<file path="src/rtl/wb_arbiter_pkg.sv">
// Shared back-end definitions for the write-back arbiter: sizing constants,
// register index / FU id types and the per-port write-back packet.
package wb_arbiter_pkg;

  localparam int NUM_FUS = 4;
  localparam int NUM_WB  = 2;
  localparam int XLEN    = 32;
  localparam int REG_AW  = 5;
  localparam int FU_IDW  = (NUM_FUS > 1) ? $clog2(NUM_FUS) : 1;

  typedef logic [REG_AW-1:0] reg_idx_t;
  typedef logic [FU_IDW-1:0] fu_id_t;

  typedef struct packed {
    logic            valid;
    reg_idx_t        dst;
    logic [XLEN-1:0] val;
    fu_id_t          fu_id;
  } wb_pkt_t;

endpackage

</file>
<file path="src/rtl/rr_multi_picker.sv">
// Combinational round-robin picker granting up to NUM_PORTS requesters per
// cycle, never granting two requesters with the same destination together.
module rr_multi_picker #(
  parameter int NUM_REQ   = 4,
  parameter int NUM_PORTS = 2,
  parameter int DST_W     = 5,
  parameter int IDW       = (NUM_REQ > 1) ? $clog2(NUM_REQ) : 1
) (
  input  logic [NUM_REQ-1:0]                  req,
  input  logic [NUM_REQ-1:0][DST_W-1:0]       dst,
  input  logic [IDW-1:0]                      rr_ptr,
  output logic [NUM_PORTS-1:0][NUM_REQ-1:0]   port_grant,
  output logic [NUM_REQ-1:0]                  grant,
  output logic [IDW-1:0]                      next_ptr
);

  logic [NUM_PORTS-1:0][DST_W-1:0] gdst;
  logic [IDW-1:0]                  idx;
  logic                            conflict;
  int                              cnt;

  function automatic logic [IDW-1:0] wrap_inc(input logic [IDW-1:0] p);
    return (p == IDW'(NUM_REQ - 1)) ? '0 : p + 1'b1;
  endfunction

  // Walk requesters once in circular order; port k receives the k-th winner.
  always_comb begin
    port_grant = '0;
    grant      = '0;
    next_ptr   = rr_ptr;
    gdst       = '0;
    idx        = rr_ptr;
    conflict   = 1'b0;
    cnt        = 0;
    for (int j = 0; j < NUM_REQ; j++) begin
      conflict = 1'b0;
      for (int k = 0; k < NUM_PORTS; k++) begin
        if (k < cnt && gdst[k] == dst[idx]) begin
          conflict = 1'b1;
        end
      end
      if (req[idx] && cnt < NUM_PORTS && !conflict) begin
        for (int k = 0; k < NUM_PORTS; k++) begin
          if (k == cnt) begin
            port_grant[k][idx] = 1'b1;
            gdst[k]            = dst[idx];
          end
        end
        grant[idx] = 1'b1;
        next_ptr   = wrap_inc(idx);
        cnt        = cnt + 1;
      end
      idx = wrap_inc(idx);
    end
  end

endmodule

</file>
<file path="src/rtl/wb_arbiter.sv">
// Write-back arbiter: one hold register per functional unit, shared among
// NUM_WB register-file write ports by a round-robin picker.
module wb_arbiter
  import wb_arbiter_pkg::*;
(
  input  logic                             clk,
  input  logic                             rst_n,
  input  logic                             flush,
  input  logic [NUM_FUS-1:0]               fu_valid,
  input  logic [NUM_FUS-1:0][REG_AW-1:0]   fu_dst,
  input  logic [NUM_FUS-1:0][XLEN-1:0]     fu_val,
  output logic [NUM_FUS-1:0]               fu_ready,
  output logic [NUM_WB-1:0]                wb_valid,
  output logic [NUM_WB-1:0][REG_AW-1:0]    wb_dst,
  output logic [NUM_WB-1:0][XLEN-1:0]      wb_val,
  output logic [NUM_WB-1:0][FU_IDW-1:0]    wb_fu_id
);

  logic [NUM_FUS-1:0]                held;
  reg_idx_t [NUM_FUS-1:0]            hdst;
  logic [NUM_FUS-1:0][XLEN-1:0]      hval;
  fu_id_t                            rr_ptr;

  logic [NUM_FUS-1:0]                req;
  logic [NUM_FUS-1:0]                grant;
  logic [NUM_WB-1:0][NUM_FUS-1:0]    port_grant;
  fu_id_t                            next_ptr;
  wb_pkt_t [NUM_WB-1:0]              pkt;

  // A flush suppresses every grant, which also keeps rr_ptr where it is.
  assign req = flush ? '0 : held;

  rr_multi_picker #(
    .NUM_REQ   (NUM_FUS),
    .NUM_PORTS (NUM_WB),
    .DST_W     (REG_AW),
    .IDW       (FU_IDW)
  ) u_picker (
    .req        (req),
    .dst        (hdst),
    .rr_ptr     (rr_ptr),
    .port_grant (port_grant),
    .grant      (grant),
    .next_ptr   (next_ptr)
  );

  // A granted slot frees up this cycle, so it can accept a replacement.
  assign fu_ready = (rst_n && !flush) ? (~held | grant) : '0;

  always_comb begin
    pkt = '0;
    for (int k = 0; k < NUM_WB; k++) begin
      for (int i = 0; i < NUM_FUS; i++) begin
        if (port_grant[k][i]) begin
          pkt[k].valid = 1'b1;
          pkt[k].dst   = hdst[i];
          pkt[k].val   = hval[i];
          pkt[k].fu_id = FU_IDW'(i);
        end
      end
    end
  end

  always_comb begin
    wb_valid = '0;
    wb_dst   = '0;
    wb_val   = '0;
    wb_fu_id = '0;
    for (int k = 0; k < NUM_WB; k++) begin
      wb_valid[k] = pkt[k].valid;
      wb_dst[k]   = pkt[k].dst;
      wb_val[k]   = pkt[k].val;
      wb_fu_id[k] = pkt[k].fu_id;
    end
  end

  // Results to x0 complete the handshake but are dropped instead of held.
  always_ff @(posedge clk or negedge rst_n) begin
    if (!rst_n) begin
      held   <= '0;
      hdst   <= '0;
      hval   <= '0;
      rr_ptr <= '0;
    end else begin
      rr_ptr <= next_ptr;
      for (int i = 0; i < NUM_FUS; i++) begin
        if (flush) begin
          held[i] <= 1'b0;
        end else if (fu_valid[i] && fu_ready[i]) begin
          held[i] <= (fu_dst[i] != '0);
          if (fu_dst[i] != '0) begin
            hdst[i] <= fu_dst[i];
            hval[i] <= fu_val[i];
          end
        end else if (grant[i]) begin
          held[i] <= 1'b0;
        end
      end
    end
  end

endmodule

</file>
<file path="config.mk">
export PLATFORM = sky130hd
export DESIGN_NAME = wb_arbiter
export DESIGN_NICKNAME = d
export VERILOG_FILES = /design/src/rtl/wb_arbiter_pkg.sv /design/src/rtl/rr_multi_picker.sv /design/src/rtl/wb_arbiter.sv
export SDC_FILE = /design/constraint.sdc
export NUM_CORES = 1
export LEC_CHECK = 0
export CAP_MARGIN = 20
export CORE_MARGIN = 8
export CORE_UTILIZATION = 50
export DETAILED_ROUTE_END_ITERATION = 7
export GPL_ROUTABILITY_DRIVEN = 0
export GPL_TIMING_DRIVEN = 1
export HOLD_SLACK_MARGIN = 0.02
export PLACE_DENSITY_LB_ADDON = 0.1
export SLEW_MARGIN = 20
export SYNTH_ARGS = -nofsm -noshare
export SYNTH_HDL_FRONTEND = slang
export SYNTH_SLANG_ARGS = --single-unit
</file>
<file path="constraint.sdc">
create_clock -name clk -period 9.3 [get_ports clk]
set_input_delay 1.86 -clock clk [delete_from_list [all_inputs] [get_ports clk]]
set_output_delay 1.86 -clock clk [all_outputs]
set_load 0.02 [all_outputs]
</file>
After elaboration in Yosys (flattened, before gate mapping)
Index checks and enable logic that the tools add are counted.
{"block": "word_totals", "in_bits": 155, "reg_bits": 154}
{"block": "classes", "n_addsub": 6, "eq_ne": 12, "magnitude_cmp": 17, "bitwise_logic": 10, "n_reduce_logical": 42, "mux": 83}
{"operator": "two-way mux 40 bit", "n": 8}
{"operator": "== test 2 x 32 -> 1 bit (first input constant)", "n": 3}
{"operator": "zero test 32 bit", "n": 3}
{"operator": "< comparator 1 x 32 -> 1 bit (first input constant)", "n": 3}
{"operator": "< comparator 2 x 32 -> 1 bit (first input constant)", "n": 3}
{"operator": "< comparator 32 x 3 -> 1 bit (second input constant)", "n": 3}
{"operator": "adder 32 x 2 -> 32 bit (second input constant)", "n": 2}
{"operator": "two-way mux 32 bit", "n": 2}
{"operator": "two-way mux 4 bit", "n": 12}
{"operator": "two-way mux 5 bit", "n": 9}
{"operator": "binary-select mux 5 bit (select 2 bit)", "n": 4}
{"operator": "OR 4 bit", "n": 8}
{"operator": "two-way mux 1 bit", "n": 27}
{"operator": "== test 5 bit", "n": 5}
{"operator": "two-way mux 8 bit", "n": 3}
{"operator": "logical AND 1 bit", "n": 21}
{"operator": "two-way mux 10 bit", "n": 2}
{"operator": "nonzero test 5 bit", "n": 4}
{"operator": "two-way mux 2 bit", "n": 8}
{"operator": "< comparator 2 x 3 -> 1 bit (second input constant)", "n": 4}
{"operator": "AND reduction 3 bit", "n": 4}
{"operator": "nonzero test 3 bit", "n": 4}
{"operator": "adder 2 x 1 -> 2 bit (second input constant)", "n": 4}
{"operator": "binary-select mux 1 bit (select 2 bit)", "n": 4}
{"operator": "other kinds (8)", "n": 20}

Logic depth before layout (Yosys ltp)
Gate-level depths: netlist of run 1.
{"block": "logic_depth", "ltp_word": 30, "mapped_depth": 23, "depth_no_buf": 17}

Cells and area by module
A second synthesis of run 1 with hierarchy kept.
{"block": "hier_totals", "cells_unflattened": 929, "hier_area_um2": 9894.5}
{"mod": "wb_arbiter", "seq_area_each_um2": 3853.7, "n_inst": 1, "area_per_inst_um2": 8306.7, "cells_each": 742}
{"mod": "rr_multi_picker", "seq_area_each_um2": 0.0, "n_inst": 1, "area_per_inst_um2": 1587.8, "cells_each": 187}

Least setup slack after synthesis of run 1
OpenSTA, ideal clock, no wires.
{"block": "synth_path", "path_type": "input port to output port", "from": "input port flush", "to": "output port wb_dst[5] (netlist bit)", "cell_stages": 20, "slack_ps": 1297, "path_buffers": 4, "arrival_time_ps": 6143, "t_required_ps": 7440, "cell_sequence": "buf_2 > or2_1 > o22a_1 > inv_2 > nand2_1 > xor2_1 > a31oi_1 > ha_1 > nor2_1 > o211a_1 > buf_2 > a311oi_2 > xnor2_1 > o21bai_1 > a2111o_2 > a41oi_2 > buf_4 > buf_4 > nand4_1 > a41oi_1"}
{"item": "from (decl)", "line": "wb_arbiter.sv:8", "source": "input logic flush,"}
{"item": "to (decl)", "line": "wb_arbiter.sv:14", "source": "output logic [NUM_WB-1:0][REG_AW-1:0] wb_dst,"}

==> flow_summary.html, run 1 <==
<table>
<tr><th>Metric</th><th>Value</th></tr>
<tr><th colspan="2">Floorplanning</th></tr>
<tr><td>Area of the core</td><td>20900 um^2</td></tr>
<tr><td>Number of core rows</td><td>53</td></tr>
<tr><td>Floorplan die width</td><td>161 um</td></tr>
<tr><td>Die Y-Extent</td><td>161 um</td></tr>
<tr><td>Die Footprint</td><td>26000 um^2</td></tr>
<tr><td>Starting utilization of the core area</td><td>0.505</td></tr>
<tr><td>I/O Pins</td><td>239</td></tr>
<tr><th colspan="2">Synth</th></tr>
<tr><td>Post-synth top area cell</td><td>dfrtp_1</td></tr>
<tr><td>Fraction of post-synthesis cell area in the top cell type by area</td><td>0.365</td></tr>
<tr><td>Arithmetic-cell share of the synthesized area counting full adders, half adders and majority gates</td><td>0.00592</td></tr>
<tr><td>Post-Synthesis Cell Area</td><td>10600 um^2</td></tr>
<tr><td>Synth top area cells</td><td>dfrtp_1, mux2_4, mux2_1</td></tr>
<tr><td>Dominant combinational cell family by area after synthesis</td><td>multiplexers</td></tr>
<tr><td>Net count after synthesis</td><td>1171</td></tr>
<tr><td>Mapped Avg Cell Area</td><td>10.4 um^2</td></tr>
<tr><td>Fraction of synthesized cell area in xor and xnor cells</td><td>0.00569</td></tr>
<tr><td>Total number of yosys warnings</td><td>0</td></tr>
<tr><td>Unique masters post-synth</td><td>89</td></tr>
<tr><td>Share of synthesized registers carrying an async set or reset</td><td>1.00</td></tr>
<tr><td>Multiplexer share of the synthesized area</td><td>0.231</td></tr>
<tr><td>Sequential-to-total area share from yosys stat</td><td>0.365</td></tr>
<tr><td>Number of synthesized register bits</td><td>154</td></tr>
<tr><td>Gate Count Post-Synth</td><td>1011</td></tr>
<tr><td>Number of synthesized flops with an enable pin</td><td>0</td></tr>
<tr><td>Compound-Gate Fraction of Synth Area</td><td>0.188</td></tr>
<tr><td>Fraction of the mapped netlist area in simple logic gates</td><td>0.145</td></tr>
<tr><td>Top cells by count, synth</td><td>dfrtp_1, nand2_1, mux2_4, nor2_1</td></tr>
<tr><td>Count leader, synth</td><td>dfrtp_1</td></tr>
<tr><td>Commonest register cell after synthesis</td><td>dfrtp_1</td></tr>
<tr><th colspan="2">Power</th></tr>
<tr><td>Int Power</td><td>2.60 mW</td></tr>
<tr><td>Leakage power of the design</td><td>5.41 nW</td></tr>
<tr><td>Clock group share of total power</td><td>0.146</td></tr>
<tr><td>Seq pwr share</td><td>0.242</td></tr>
<tr><td>P per Cell Area</td><td>345 nW/um^2</td></tr>
<tr><td>Switching Power</td><td>2.13 mW</td></tr>
<tr><td>Part of the total power dissipated in combinational logic</td><td>0.612</td></tr>
<tr><td>Overall power</td><td>4.73 mW</td></tr>
<tr><td>Max VDD drop</td><td>197 uV</td></tr>
<tr><td>Net switching share of the total power</td><td>0.450</td></tr>
<tr><th colspan="2">Timing</th></tr>
<tr><td>Total Negative Setup Slacks</td><td>0 ns</td></tr>
<tr><td>Actual transition at the worst max-transition pin</td><td>1.06 ns</td></tr>
<tr><td>Min Clock Period, post-route</td><td>8.89 ns</td></tr>
<tr><td>Fin. max-slew vios</td><td>0</td></tr>
<tr><td>Setup repair after global routing missed its margin</td><td>false</td></tr>
<tr><td>Relative max-transition margin</td><td>0.297</td></tr>
<tr><td>Clock skew</td><td>0.0151 ns</td></tr>
<tr><td>Final setup violation count</td><td>0</td></tr>
<tr><td>Number of endpoints with negative hold slack in the final report</td><td>0</td></tr>
<tr><td>Final critical-path share of the clock period</td><td>0.956</td></tr>
<tr><td>Peak Freq</td><td>113 MHz</td></tr>
<tr><td>Final critical-path setup slack</td><td>0.411 ns</td></tr>
<tr><th colspan="2">Clock network</th></tr>
<tr><td>Register clock-pin slew on the reported worst setup and hold paths</td><td>0.06 ns</td></tr>
<tr><td>Maximum level of the CTS H-tree</td><td>4</td></tr>
<tr><td>Number of buffers on the longest clock path</td><td>2</td></tr>
<tr><td>Skew-Pair Late Insertion Delay</td><td>0.43 ns</td></tr>
<tr><td>Number of buffers created by CTS</td><td>17</td></tr>
<tr><td>Clock tree from TritonCTS</td><td>built</td></tr>
<tr><td>Clock sink total</td><td>154</td></tr>
<tr><td>Clock root cell</td><td>clkbuf_16</td></tr>
<tr><td>Cts hold-fix bufs</td><td>0</td></tr>
<tr><th colspan="2">Detailed routing</th></tr>
<tr><td>Overall via count from detail_route</td><td>9723</td></tr>
<tr><td>Post-detailed-route wirelength per cell</td><td>24.5 um</td></tr>
<tr><td>Number of DRC markers after the initial detailed-route iteration</td><td>912</td></tr>
<tr><td>Wire length reported by the detailed router</td><td>36900 um</td></tr>
<tr><td>Post-route DRC</td><td>0</td></tr>
<tr><td>Count of antenna-violating nets left after detailed routing</td><td>0</td></tr>
<tr><td>Routed via count divided by cell count</td><td>6.46</td></tr>
<tr><td>Total iterations of the first detailed-routing run</td><td>6</td></tr>
<tr><th colspan="2">Global routing</th></tr>
<tr><td>Met3 Resource Use GR</td><td>0.0766</td></tr>
<tr><td>M2 GR Usage</td><td>0.437</td></tr>
<tr><td>Number of antenna violations at the first check in global routing</td><td>5</td></tr>
<tr><td>Total Routing Usage GR</td><td>0.281</td></tr>
<tr><td>Grt ovf</td><td>0</td></tr>
<tr><td>Pin count of the biggest net entering global routing</td><td>96</td></tr>
<tr><td>Global-route wire length before repair</td><td>57400 um</td></tr>
<tr><td>Vias in the first global route</td><td>9933</td></tr>
<tr><td>Met1 global-route usage</td><td>0.360</td></tr>
<tr><td>Busiest metal layer after global routing</td><td>met2</td></tr>
<tr><th colspan="2">Worst setup path</th></tr>
<tr><td>Reg2reg setup slack</td><td>2.49 ns</td></tr>
<tr><td>Data required time of the worst path</td><td>7.44 ns</td></tr>
<tr><td>Critical path type</td><td>input pin to primary output</td></tr>
<tr><td>Largest driver fanout on the critical path</td><td>20</td></tr>
<tr><td>Data arrival at the endpoint of the critical path</td><td>7.03 ns</td></tr>
<tr><td>Critical path launch point type</td><td>input pin</td></tr>
<tr><td>Category of the worst setup path capture point</td><td>primary output</td></tr>
<tr><th colspan="2">Place</th></tr>
<tr><td>Worst slack at placement</td><td>0.179 ns</td></tr>
<tr><td>Area after detailed placement</td><td>13100 um^2</td></tr>
<tr><td>Post-detailed-placement half-perimeter wirelength</td><td>25900 um</td></tr>
<tr><td>Total of buffers placed on input and output ports</td><td>238</td></tr>
<tr><th colspan="2">Status</th></tr>
<tr><td>Run status</td><td>completed</td></tr>
<tr><th colspan="2">Run</th></tr>
<tr><td>Maximum capacitance violations</td><td>0</td></tr>
<tr><th colspan="2">Final layout</th></tr>
<tr><td>Layout cells sized above 1</td><td>0.192</td></tr>
<tr><td>Core utilization of the finished layout</td><td>0.657</td></tr>
<tr><td>Final instance area</td><td>13700 um^2</td></tr>
<tr><td># fillers</td><td>1695</td></tr>
<tr><td>Layout Nets</td><td>1378</td></tr>
<tr><td>Area growth from synthesis to layout</td><td>29.9%</td></tr>
<tr><th colspan="2">Worst hold path</th></tr>
<tr><td>Hold Crit Class</td><td>flip-flop to flip-flop</td></tr>
</table>
==> final timing paths <==
| check | from | cells past startpoint | endpoint |
|---|---|---|---|
| setup / recovery | flush | 19 | wb_val[33] |
| hold / removal | hval[110] | 1 | hval[110] |
| setup reg to reg | rr_ptr[0] | 18 | hval[68] |
| hold reg to reg | hval[110] | 1 | hval[110] |
| max in group asynchronous | rst_n | 2 | hval[123] |
| min in group asynchronous | rst_n | 1 | held[2] |
==> placed cells by master, fill, tap and decap left out, drive strengths merged, types with 3 or more instances in the layout <==
master           n
clkdlybuf4s50  232
dfrtp          154
mux2           147
nand2          107
nor2            94
a21oi           50
nand3           48
a221oi          43
a41oi           40
buf             40
nand4           38
o21ai           21
inv             21
clkbuf          18
mux4            15
o211ai          10
mux2i            9
and2             9
a211oi           9
nor3             8
o21a             8
a21o             7
a31oi            7
a22oi            6
ha               5
dlymetal6s2s     5
clkinv           5
o31ai            5
a32o             4
or4              4
or2              4
xor2             3
and3             3
clkinvlp         3
xnor2            3
o211a            3
a221o            3
==> worst max-delay path: stages <==
cell             delay [ns]
clkdlybuf4s50_1        0.54
or2_1                  0.28
o22a_1                 0.24
inv_2                  0.07
nand2_1                0.11
xor2_1                 0.16
a31oi_1                0.14
ha_1                   0.27
nor2_1                 0.20
o211a_2                0.32
a311oi_2               0.14
xnor2_1                0.16
o21bai_1               0.21
a2111o_2               0.62
a41oi_4                0.26
buf_4                  0.33
nand4_1                0.15
a41oi_2                0.31
clkdlybuf4s50_1        0.66
==> flip-flops by register name, summed over array words and instances, names as in the netlist <==
name	count
held	4
hdst	20
hval	128
rr_ptr	2
==> area by class of cell <==
cell class,count,area (um^2),area share
Multi-Input combinational cell,751,6160,0.449
Sequential cell,154,3850,0.281
Timing Repair Buffer,277,2730,0.199
Clock buffer,18,429,0.0313
Tap cell,275,344,0.0251
Clock inverter,13,133,0.00967
Inverter,17,63.8,0.00465
Antenna cell,1,2.50,0.000182
==> cell families after synthesis <==
group                      after synthesis
AOI/OAI and AO/OA                      244
xor gates and xnor gates                 6
adders and majority gates                5
buffers and inverters                  106
DFF                                    154
muxes                                  171
and+or+nand+nor                        325
==> power groups by stage <==
stage / registers, mW / logic [mW] / clock network [mW]
after global routing: 1.18 / 3.06 / 0.726
after floorplan: 1.05 / 1.88 / 0
final: 1.15 / 2.89 / 0.690
after global placement: 1.14 / 2.84 / 0
after CTS: 1.14 / 2.87 / 0.699
after detailed placement: 1.14 / 2.85 / 0
==> timing repair <==
action,in CTS,in global routing
setup buffers,0,0
gates resized for setup,0,9
setup endpoints to repair,0,23
==> metrics by stage <==
| stage | hold slack [ns] | instances |
|---|---|---|
| after detailed placement | 0.502 | 1474 |
| final | 0.517 | 1506 |
| after CTS | 0.519 | 1505 |
| after floorplan | 0.480 | 1011 |
| after global placement | 0.497 | 1474 |
| after global routing | 0.539 | 1506 |
==> per-layer routing <==
| metal | part of all wire | vias up |
|---|---|---|
| li1 | - | 4252 |
| met2 | 0.46 | 627 |
| met1 | 0.40 | 4748 |
| met3 | 0.10 | 88 |
| met4 | 0.032 | 8 |
| met5 | 0.0015 | - |
(Power assumes the default switching activity.)
==> run 2, diff against run 1 <==
--- a/config.mk
+++ b/config.mk
@@ -11,7 +11,6 @@
 export DETAILED_ROUTE_END_ITERATION = 7
 export GPL_ROUTABILITY_DRIVEN = 0
 export GPL_TIMING_DRIVEN = 1
-export HOLD_SLACK_MARGIN = 0.02
 export PLACE_DENSITY_LB_ADDON = 0.1
 export SLEW_MARGIN = 20
 export SYNTH_ARGS = -nofsm -noshare
==> results of run 2 <==
No change in the layout: final DEF, timing and power equal those of run 1.
